$ cat config.mk
export PLATFORM = sky130hd
export DESIGN_NAME = d_hazard_scoreboard
export DESIGN_NICKNAME = d
export VERILOG_FILES = /design/src/rtl/d_hazard_scoreboard_pkg.sv /design/src/rtl/sb_entry.sv /design/src/rtl/d_hazard_scoreboard.sv
export SDC_FILE = /design/constraint.sdc
export NUM_CORES = 1
export LEC_CHECK = 0
export BUFFER_PORTS_ARGS = -buffer_cell sky130_fd_sc_hd__buf_2
export CAP_MARGIN = 20
export CORE_ASPECT_RATIO = 2
export CORE_MARGIN = 3
export CORE_UTILIZATION = 45
export DETAILED_ROUTE_END_ITERATION = 16
export GPL_TIMING_DRIVEN = 0
export PLACE_DENSITY = 0.7
export SETUP_SLACK_MARGIN = 0.5
export SLEW_MARGIN = 20
export SYNTH_ARGS = -nofsm -noshare
export SYNTH_HDL_FRONTEND = slang
export SYNTH_HIERARCHICAL = 1
export SYNTH_SLANG_ARGS = --single-unit
$ cat constraint.sdc
create_clock -name clk -period 3.68 [get_ports clk]
set_input_delay 0 -clock clk [delete_from_list [all_inputs] [get_ports clk]]
set_output_delay 0 -clock clk [all_outputs]
set_load 0.02 [all_outputs]
$ cat src/rtl/d_hazard_scoreboard_pkg.sv
// rtl/d_hazard_scoreboard_pkg.sv - shared pipeline control encodings and hazard timing constants
package d_hazard_scoreboard_pkg;

    typedef enum logic [1:0] {
        JC_NONE   = 2'b00,
        JC_BRANCH = 2'b01,
        JC_RSVD   = 2'b10,
        JC_JALR   = 2'b11
    } jump_code_e;

    typedef enum logic [2:0] {
        MEM_NONE = 3'd0,
        MEM_LB   = 3'd1,
        MEM_LH   = 3'd2,
        MEM_LW   = 3'd3,
        MEM_LBU  = 3'd4,
        MEM_LHU  = 3'd5
    } mem_load_e;

    // Age at which an ALU result can be forwarded into E.
    localparam int READY_ALU = 2;

    localparam int                FWD_W  = 3;
    localparam logic [FWD_W-1:0]  FWD_RF = '0;

    function automatic int ready_ld(input int load_lat);
        return READY_ALU + load_lat;
    endfunction

    function automatic int retire_age(input int load_lat);
        return ready_ld(load_lat) + 1;
    endfunction

endpackage

$ cat src/rtl/sb_entry.sv
// rtl/sb_entry.sv - busy/age/is_load tracker for one architectural register
module sb_entry
    import d_hazard_scoreboard_pkg::*;
#(
    parameter int AW     = 3,
    parameter int RETIRE = 4
) (
    input  logic          clk,
    input  logic          rst,
    input  logic          i_set,
    input  logic          i_set_load,
    input  logic          i_flush,
    output logic          o_busy,
    output logic [AW-1:0] o_age,
    output logic          o_is_load
);

    localparam logic [AW-1:0] L_RETIRE = AW'(RETIRE);
    localparam logic [AW-1:0] L_ONE    = AW'(1);

    logic          r_busy;
    logic          r_is_load;
    logic [AW-1:0] r_age;
    logic [AW-1:0] w_age_inc;
    logic          w_kill;
    logic          w_retire;

    assign w_age_inc = r_age + L_ONE;
    // A producer still at age 1 sits in E, so a flush of E kills it.
    assign w_kill    = i_flush && (r_age == L_ONE);
    assign w_retire  = (w_age_inc == L_RETIRE);

    always_ff @(posedge clk or posedge rst) begin
        if (rst) begin
            r_busy    <= 1'b0;
            r_age     <= '0;
            r_is_load <= 1'b0;
        end else if (i_set) begin
            r_busy    <= 1'b1;
            r_age     <= L_ONE;
            r_is_load <= i_set_load;
        end else if (r_busy) begin
            if (w_kill || w_retire) begin
                r_busy    <= 1'b0;
                r_age     <= '0;
                r_is_load <= 1'b0;
            end else begin
                r_age <= w_age_inc;
            end
        end
    end

    assign o_busy    = r_busy;
    assign o_age     = r_age;
    assign o_is_load = r_is_load;

endmodule

$ cat src/rtl/d_hazard_scoreboard.sv
// rtl/d_hazard_scoreboard.sv - decode-stage data hazard scoreboard with stall, predict-block and forward selects
module d_hazard_scoreboard
    import d_hazard_scoreboard_pkg::*;
#(
    parameter int NREGS    = 32,
    parameter int LOAD_LAT = 1
) (
    input  logic                     clk,
    input  logic                     rst,
    input  logic                     issue_valid,
    input  logic [$clog2(NREGS)-1:0] rs1D,
    input  logic [$clog2(NREGS)-1:0] rs2D,
    input  logic [$clog2(NREGS)-1:0] rdD,
    input  logic                     reg_writeD,
    input  logic [2:0]               mem_loadD,
    input  logic [1:0]               jump_code,
    input  logic                     flushE,
    output logic                     stall,
    output logic                     cannot_predict,
    output logic [FWD_W-1:0]         fwd_sel1E,
    output logic [FWD_W-1:0]         fwd_sel2E
);

    localparam int RW     = $clog2(NREGS);
    localparam int RETIRE = retire_age(LOAD_LAT);
    localparam int AW     = $clog2(RETIRE + 1);

    localparam logic [AW:0] L_RDY_ALU = (AW+1)'(READY_ALU);
    localparam logic [AW:0] L_RDY_LD  = (AW+1)'(ready_ld(LOAD_LAT));
    localparam logic [AW:0] L_FWD_MAX = (AW+1)'(RETIRE - 1);
    localparam logic [AW:0] L_ONE     = (AW+1)'(1);

    typedef struct packed {
        logic             haz;
        logic             nopred;
        logic [FWD_W-1:0] fwd;
    } src_info_t;

    logic [NREGS-1:0] w_busy;
    logic [NREGS-1:0] w_is_load;
    logic [NREGS-1:0] w_set;
    logic [AW-1:0]    w_age [NREGS];

    logic             w_accept;
    logic             w_load_d;
    src_info_t        w_src1;
    src_info_t        w_src2;
    logic [FWD_W-1:0] r_fwd_sel1E;
    logic [FWD_W-1:0] r_fwd_sel2E;

    // Entry 0 is never tracked so x0 can never look pending.
    assign w_busy[0]    = 1'b0;
    assign w_is_load[0] = 1'b0;
    assign w_set[0]     = 1'b0;
    assign w_age[0]     = '0;

    assign w_load_d = (mem_loadD != MEM_NONE);

    for (genvar r = 1; r < NREGS; r++) begin : g_entry
        assign w_set[r] = w_accept && reg_writeD && (rdD == RW'(r));

        sb_entry #(
            .AW     (AW),
            .RETIRE (RETIRE)
        ) u_sb_entry (
            .clk        (clk),
            .rst        (rst),
            .i_set      (w_set[r]),
            .i_set_load (w_load_d),
            .i_flush    (flushE),
            .o_busy     (w_busy[r]),
            .o_age      (w_age[r]),
            .o_is_load  (w_is_load[r])
        );
    end

    function automatic src_info_t src_eval(
        input logic          busy,
        input logic [AW-1:0] age,
        input logic          is_load
    );
        src_info_t   res;
        logic [AW:0] a;
        logic [AW:0] a1;
        logic [AW:0] rdy;
        a          = {1'b0, age};
        a1         = a + L_ONE;
        rdy        = is_load ? L_RDY_LD : L_RDY_ALU;
        res.haz    = busy && (a1 < rdy);
        res.nopred = busy && (a < rdy);
        res.fwd    = (busy && (a1 <= L_FWD_MAX)) ? FWD_W'(a1) : FWD_RF;
        return res;
    endfunction

    // Lookups use the pre-edge entries, so an instruction that overwrites its own
    // source still sees the older producer.
    always_comb begin
        w_src1 = src_eval(w_busy[rs1D] && (rs1D != '0), w_age[rs1D], w_is_load[rs1D]);
        w_src2 = src_eval(w_busy[rs2D] && (rs2D != '0), w_age[rs2D], w_is_load[rs2D]);
    end

    assign stall    = !rst && (w_src1.haz || w_src2.haz);
    assign w_accept = issue_valid && !stall;

    always_comb begin
        cannot_predict = 1'b0;
        if (!rst) begin
            case (jump_code)
                JC_BRANCH: cannot_predict = w_src1.nopred || w_src2.nopred;
                JC_JALR:   cannot_predict = w_src1.nopred;
                default:   cannot_predict = 1'b0;
            endcase
        end
    end

    always_ff @(posedge clk or posedge rst) begin
        if (rst) begin
            r_fwd_sel1E <= FWD_RF;
            r_fwd_sel2E <= FWD_RF;
        end else if (w_accept) begin
            r_fwd_sel1E <= w_src1.fwd;
            r_fwd_sel2E <= w_src2.fwd;
        end else begin
            r_fwd_sel1E <= FWD_RF;
            r_fwd_sel2E <= FWD_RF;
        end
    end

    assign fwd_sel1E = r_fwd_sel1E;
    assign fwd_sel2E = r_fwd_sel2E;

endmodule
# ---- After elaboration in Yosys (flattened, before gate mapping)
# Index checks and enable logic that the tools add are counted.
dict set report op_classes {
  n_lt_le_gt_ge 10
  eq_ne 95
  reduce_logical 204
  mux 301
  addsub 33
  bitwise_logic 2
}
# cell n
set ops {}
lappend ops {{$mux W3} 101}
lappend ops {{$mux W1} 193}
lappend ops {{$reduce_bool A2 Y1} 62}
lappend ops {{$add A3 B1 Y3 const B} 31}
lappend ops {{$eq A3 B1 Y1 const B} 31}
lappend ops {{$eq A3 B3 Y1 const B} 31}
lappend ops {{$eq A5 B5 Y1 const B} 16}
lappend ops {{$logic_and A1 B1 Y1} 73}
lappend ops {{$reduce_and A2 Y1} 31}
lappend ops {{$eq A5 B4 Y1 const B} 8}
lappend ops {{$logic_or A1 B1 Y1} 33}
lappend ops {{$bmux W3 S5} 2}
lappend ops {{$bmux W1 S5} 4}
lappend ops {{$eq A5 B3 Y1 const B} 4}
lappend ops {{$ge A6 B6 Y1 const B} 2}
lappend ops {{$lt A5 B6 Y1 const B} 2}
lappend ops {{$not A5 Y6} 2}
lappend ops {{$eq A5 B2 Y1 const B} 2}
lappend ops {{$reduce_bool A5 Y1} 2}
lappend ops {{$add A3 B1 Y4 const B} 2}
lappend ops {{$le A4 B2 Y1 const B} 2}
lappend ops {{$lt A4 B2 Y1} 2}
lappend ops {{$lt A3 B2 Y1} 2}
lappend ops {{$eq A5 B1 Y1 const B} 1}
lappend ops {{other kinds (5)} 6}
dict set report totals {
  in_bits 25
  out_inout_bits 8
  reg_bits 161
}

# ---- Depth between registers and ports, before layout
dict set report logic_depth {
  ltp_word 15
  ltp_mapped 16
  ltp_nobuf 13
}

# ---- Hierarchy
# The synthesis kept the hierarchy.
# mod area_each_um2 cells_per_inst instances
set by_module_without_submodules {}
lappend by_module_without_submodules {{sb_entry at g_entry[10].u_sb_entry ...} 294.0 31 28}
lappend by_module_without_submodules {d_hazard_scoreboard 3574.7 368 1}
lappend by_module_without_submodules {{sb_entry at g_entry[7].u_sb_entry ...} 296.5 30 3}

# ---- Worst setup path before layout
# Ideal clock, no wire load.
dict set report synth_path {
  kind {reg2reg}
  start {register g_entry[15].u_sb_entry.r_age[0]}
  end {register g_entry[7].u_sb_entry.r_is_load}
  arrival_time_ns 3.002
  t_required_ns 3.548
  synth_period_minus_slack_ns 3.133
  setup_time_ns 0.132
  slack_ns 0.547
  path_stages_with_launch 15
  path_cell_list {dfrtp_1 > mux4_2 > and3b_1 > a21oi_1 > a32oi_2 > ha_1 > inv_1 > a2111oi_2 > o221ai_2 > a21oi_4 > buf_6 > nor3_1 > nor2_1 > a22oi_1 > o21ai_0}
}
dict set report synth_between {
  elab_chain_cells 14
  word_cells_on_any_way 22
  classes_between {add/sub (2); order compare (2); mux (7); reduce/logical (11)}
}
# item line
set synth_lines {}
lappend synth_lines {{from (decl)} sb_entry.sv:23} ;# logic [AW-1:0] r_age;
lappend synth_lines {{from (signal assigned)} sb_entry.sv:48} ;# r_age <= w_age_inc;
lappend synth_lines {{$bmux W3 S5 (on tied branches)} {d_hazard_scoreboard.sv:98, d_hazard_scoreboard.sv:99}}
lappend synth_lines {{$mux W3 (on tied branches) (2 in a row)} {d_hazard_scoreboard.sv:98, d_hazard_scoreboard.sv:99}}
lappend synth_lines {{$add A3 B1 Y4} d_hazard_scoreboard.sv:87} ;# a1 = a + L_ONE;
lappend synth_lines {{$lt A4 B2 Y1} d_hazard_scoreboard.sv:89} ;# res.haz = busy && (a1 < rdy);
lappend synth_lines {{$logic_and A1 B1 Y1} d_hazard_scoreboard.sv:89}
lappend synth_lines {{$logic_or A1 B1 Y1 (*)} d_hazard_scoreboard.sv:102} ;# assign stall = !rst && (w_src1.haz || w_src2.haz);
lappend synth_lines {{$logic_and A1 B1 Y1 (*)} d_hazard_scoreboard.sv:102}
lappend synth_lines {{via stall} d_hazard_scoreboard.sv:18} ;# output logic stall,
lappend synth_lines {{$logic_not A1 Y1 (*)} d_hazard_scoreboard.sv:103} ;# assign w_accept = issue_valid && !stall;
lappend synth_lines {{$logic_and A1 B1 Y1 (*)} d_hazard_scoreboard.sv:103}
lappend synth_lines {{$logic_and A1 B1 Y1 (*) (2 in a row)} d_hazard_scoreboard.sv:60} ;# assign w_set[r] = w_accept && reg_writeD && (rdD == RW'(r));
lappend synth_lines {{via w_set[7]} d_hazard_scoreboard.sv:41} ;# logic [NREGS-1:0] w_set;
lappend synth_lines {{$reduce_bool A2 Y1 (no source line)} --}
lappend synth_lines {{$reduce_and A2 Y1 (no source line)} --}
lappend synth_lines {{to (signal assigned)} sb_entry.sv:41} ;# r_is_load <= i_set_load;
lappend synth_lines {{to (decl)} sb_entry.sv:22} ;# logic r_is_load;
# The timed path passes the listed nets; every way through them passes the cells marked *. The select of a mux whose other input is x is not followed.
# A chain may end at the register's enable or synchronous reset.

# ---- Final worst setup path
dict set report layout_path {
  start {register g_entry[21].u_sb_entry.r_age[1]}
  end {register g_entry[19].u_sb_entry.r_age[0]}
}
dict set report layout_between {
  elab_chain_cells 13
  word_cells_on_any_way 20
  classes_between {add/sub (2); order compare (2); mux (7); reduce/logical (9)}
}
# item line
set layout_lines {}
lappend layout_lines {{from (decl)} sb_entry.sv:23}
lappend layout_lines {{from (signal assigned)} sb_entry.sv:48}
lappend layout_lines {{$bmux W3 S5 (on tied branches)} {d_hazard_scoreboard.sv:98, d_hazard_scoreboard.sv:99}}
lappend layout_lines {{$mux W3 (on tied branches) (2 in a row)} {d_hazard_scoreboard.sv:98, d_hazard_scoreboard.sv:99}}
lappend layout_lines {{$add A3 B1 Y4} d_hazard_scoreboard.sv:87}
lappend layout_lines {{$lt A4 B2 Y1} d_hazard_scoreboard.sv:89}
lappend layout_lines {{$logic_and A1 B1 Y1} d_hazard_scoreboard.sv:89}
lappend layout_lines {{$logic_or A1 B1 Y1 (*)} d_hazard_scoreboard.sv:102}
lappend layout_lines {{$logic_and A1 B1 Y1 (*)} d_hazard_scoreboard.sv:102}
lappend layout_lines {{$logic_not A1 Y1 (*)} d_hazard_scoreboard.sv:103}
lappend layout_lines {{$logic_and A1 B1 Y1 (*)} d_hazard_scoreboard.sv:103}
lappend layout_lines {{$logic_and A1 B1 Y1 (*) (2 in a row)} d_hazard_scoreboard.sv:60}
lappend layout_lines {{via w_set[19]} d_hazard_scoreboard.sv:41}
lappend layout_lines {{$mux W3 or $reduce_bool A2 Y1 (tied branches)} --}
lappend layout_lines {{to (signal assigned)} sb_entry.sv:48}
lappend layout_lines {{to (decl)} sb_entry.sv:23}
# Marks and branches as above.

==> results.tsv <==
metric	value	unit
Seq/Total Area, Yosys	0.3173	
ANT cells	0	
Rel. slew slack	0.2091	
Final WS setup	0.04125	ns
pwr/cell area	630.5	mW/mm^2
worst hold margin	0.2460	ns
crit path kind	reg2reg	
Synth top cells by count	dfrtp_1 (161), nor2_1 (110), nand2_1 (106)	
unrepaired setup endpoints after global routing	true	
Seq cells post-synth	161	
global route overflow	0	
DRT Pass-1 Iters	5	
via count	12020	
clock buffer depth	2	
CTS Buf Count	17	
Leak	6.514	nW
final worst-path cycle share	0.9888	
Final Cell Area	0.01550	mm^2
CTS clk-pin slew, worst paths	0.07	ns
placed inst area	0.01330	mm^2
setup slack, reg-to-reg	0.04	ns
met3 global-route usage	0.06209	
CTS tree	yes	
global-route wire length before repair	66.98	mm
count of final setup violators	0	
die width	124.8	um
Area Growth Syn to Fin	22.08	%
I/O pin count	33	
most frequent cell after synthesis	dfrtp_1	
Post-Route WL	43.79	mm
share of layout cells above drive strength 1	0.3067	
Initial Util	0.4591	
Worst Tran Pin Value	1.183	ns
shortest period the worst path allows	3.639	ns
Crit Path Max Fanout	7	
unique cell type count in the Yosys netlist	66	
area leader, netlist	dfrtp_1	
largest net degree at the start of global routing	35	
pre-CTS setup slack	-0.5081	ns
initial DRC count	1314	
clk_lat worst skew	0.46	ns
Worst Hold Class	in2reg	
Post-DP HPWL	31.03	mm
yosys warns	6	
vias in the first global route	12120	
Die ar.	0.03039	mm^2
CTS HTree Levels	4	
initial antenna violation count	0	
Crit. End Element	flop	
syn_area_per_cell	9.576	um^2
final RePlAce weighted congestion	1.011	
Rows	86	
Synth Instances	1326	
fin. max-slew vios	0	
clock sinks	161	
dominant synthesized flop cell	dfrtp_1	
Worst Path Arrival	3.97	ns
gr usage total	0.2850	
Buffers on Ports	26	
Mapped Area	0.01270	mm^2
GR peak layer	met2	
top cell type's share of synthesized area	0.3173	
clk root buf	clkbuf_16	
status	completed	
DRC	0	
clk_skew	0.01159	ns
CP Data Required Time	4.01	ns
Highest Clock Rate	0.2748	GHz
Synth area leaders	dfrtp_1 (32%), ha_1 (9.4%), mux4_2 (7.3%)	
Post-synth EDFFs	0	
chip height	243.6	um
Layout fillers	2310	
drt via density	6.574	
CORE AREA	0.02765	mm^2
Final ANT Viol Nets	0	
FFs w/ async S/R, synth	1.000	
peak supply drop	411.0	uV
met1 usage	0.2755	
WL/cell	23.94	um
final-report hold violation count	0	
max cap viols	0	
met2 Usage GRT	0.5005	
Nets	1584	
startpoint types	flop	
-- metal layers --
metal	vias up	share of wire	wire (um)
met4	0	0.11	4844
li1	5237	-	-
met5	-	0	0
met1	5814	0.32	13970
met2	679	0.50	21910
met3	294	0.070	3077
-- cell families (layout without fill, tap and decap cells) --
logic type,count (synthesis),count (layout),share of synthesized area
and+or+nand+nor,473,473,0.1927
AOI/OAI and AO/OA,344,345,0.2016
DFF,161,161,0.3173
buffers and inverters,138,287,0.05213
muxes,114,114,0.1423
adders and majority gates,95,95,0.09361
other,1,2,0.0002953
-- critical path: stages (launching register included) --
cell and delay (ns):
dfrtp_2 0.43, mux4_2 0.49, a22oi_2 0.42, o31ai_4 0.18
o311a_4 0.19, a2111oi_4 0.39, o221ai_4 0.17, a21oi_4 0.29
buf_4 0.18, buf_6 0.09, buf_12 0.14, nor3_4 0.05
buf_6 0.18, buf_4 0.13, a21oi_2 0.11, o31ai_2 0.08
-- registers in the layout, indices dropped and copies added (netlist names) --
name and flops:
g_entry.u_sb_entry/o_age 93, fwd_sel2E 3, fwd_sel1E 3, g_entry.u_sb_entry/o_busy 31, g_entry.u_sb_entry/o_is_load 31
-- stage by stage --
stage	total power, mW	std cells	utilization	setup TNS [ns]
final	9.774	1829	0.5605	0
after floorplan	6.023	1327	-	0
after global routing	10.38	1829	0.5605	0
after detailed placement	7.184	1706	0.4810	-29.74
after global placement	6.992	1705	0.4799	-18.10
after CTS	9.467	1807	0.5464	0
-- where the power goes --
group	switching (mW)	internal [mW]	total [mW]	leakage, nW
Sequential	1.33	2.40	3.73	1.89
Clock	0.786	1.01	1.80	0.283
Combinational	2.20	2.04	4.25	4.34
Total	4.32	5.45	9.77	6.51
-- repair_timing --
item	4_1_cts	5_1_grt
hold buffers	2	0
hold endpoints to repair	159	0
setup endpoints to repair	160	160
gates cloned	4	0
setup buffers	63	22
pin swaps	61	18
resized for setup	149	49
-- worst paths after layout --
path                                                      start                              end  cells after the start
max in group asynchronous                                   rst                     fwd_sel1E[2]                      3
worst max-delay path            g_entry[21].u_sb_entry/o_age[1]  g_entry[19].u_sb_entry/o_age[0]                     15
worst min register to register   g_entry[3].u_sb_entry/o_age[0]   g_entry[3].u_sb_entry/o_age[0]                      1
worst max register to register  g_entry[21].u_sb_entry/o_age[1]  g_entry[19].u_sb_entry/o_age[0]                     15
min in group asynchronous                                   rst    g_entry[15].u_sb_entry/o_busy                      3
worst min-delay path                               mem_loadD[2]  g_entry[4].u_sb_entry/o_is_load                      4
-- layout by cell type, fill, tap and decap left out, types with 31 or more instances in the layout --
cell	Yosys	routed
a21oi_1	64	36
a21oi_2	31	59
a22oi_1	45	41
buf_2	9	34
buf_4	9	63
buf_6	9	37
dfrtp_1	161	132
ha_1	95	94
inv_1	102	100
mux2i_1	47	47
mux4_2	41	41
nand2_1	106	106
nand3_1	42	42
nand3b_1	70	70
nor2_1	110	109
nor3_4	0	31
o21ai_0	40	38
o21bai_1	31	31
o31ai_2	31	31
-- layout make-up --
cell class              instances  area (um^2)  area share
multi-input cells            1029         8701      0.5613
flip-flops and latches        161         4065      0.2622
repair buffers                117         1025     0.06611
clock buffers                  19        442.9     0.02857
well taps                     352        440.4     0.02841
inverters                     102        382.9     0.02470
plain buffers                  36        305.3     0.01969
clock inverters                13        138.9    0.008960
(Power assumes the default switching activity.)
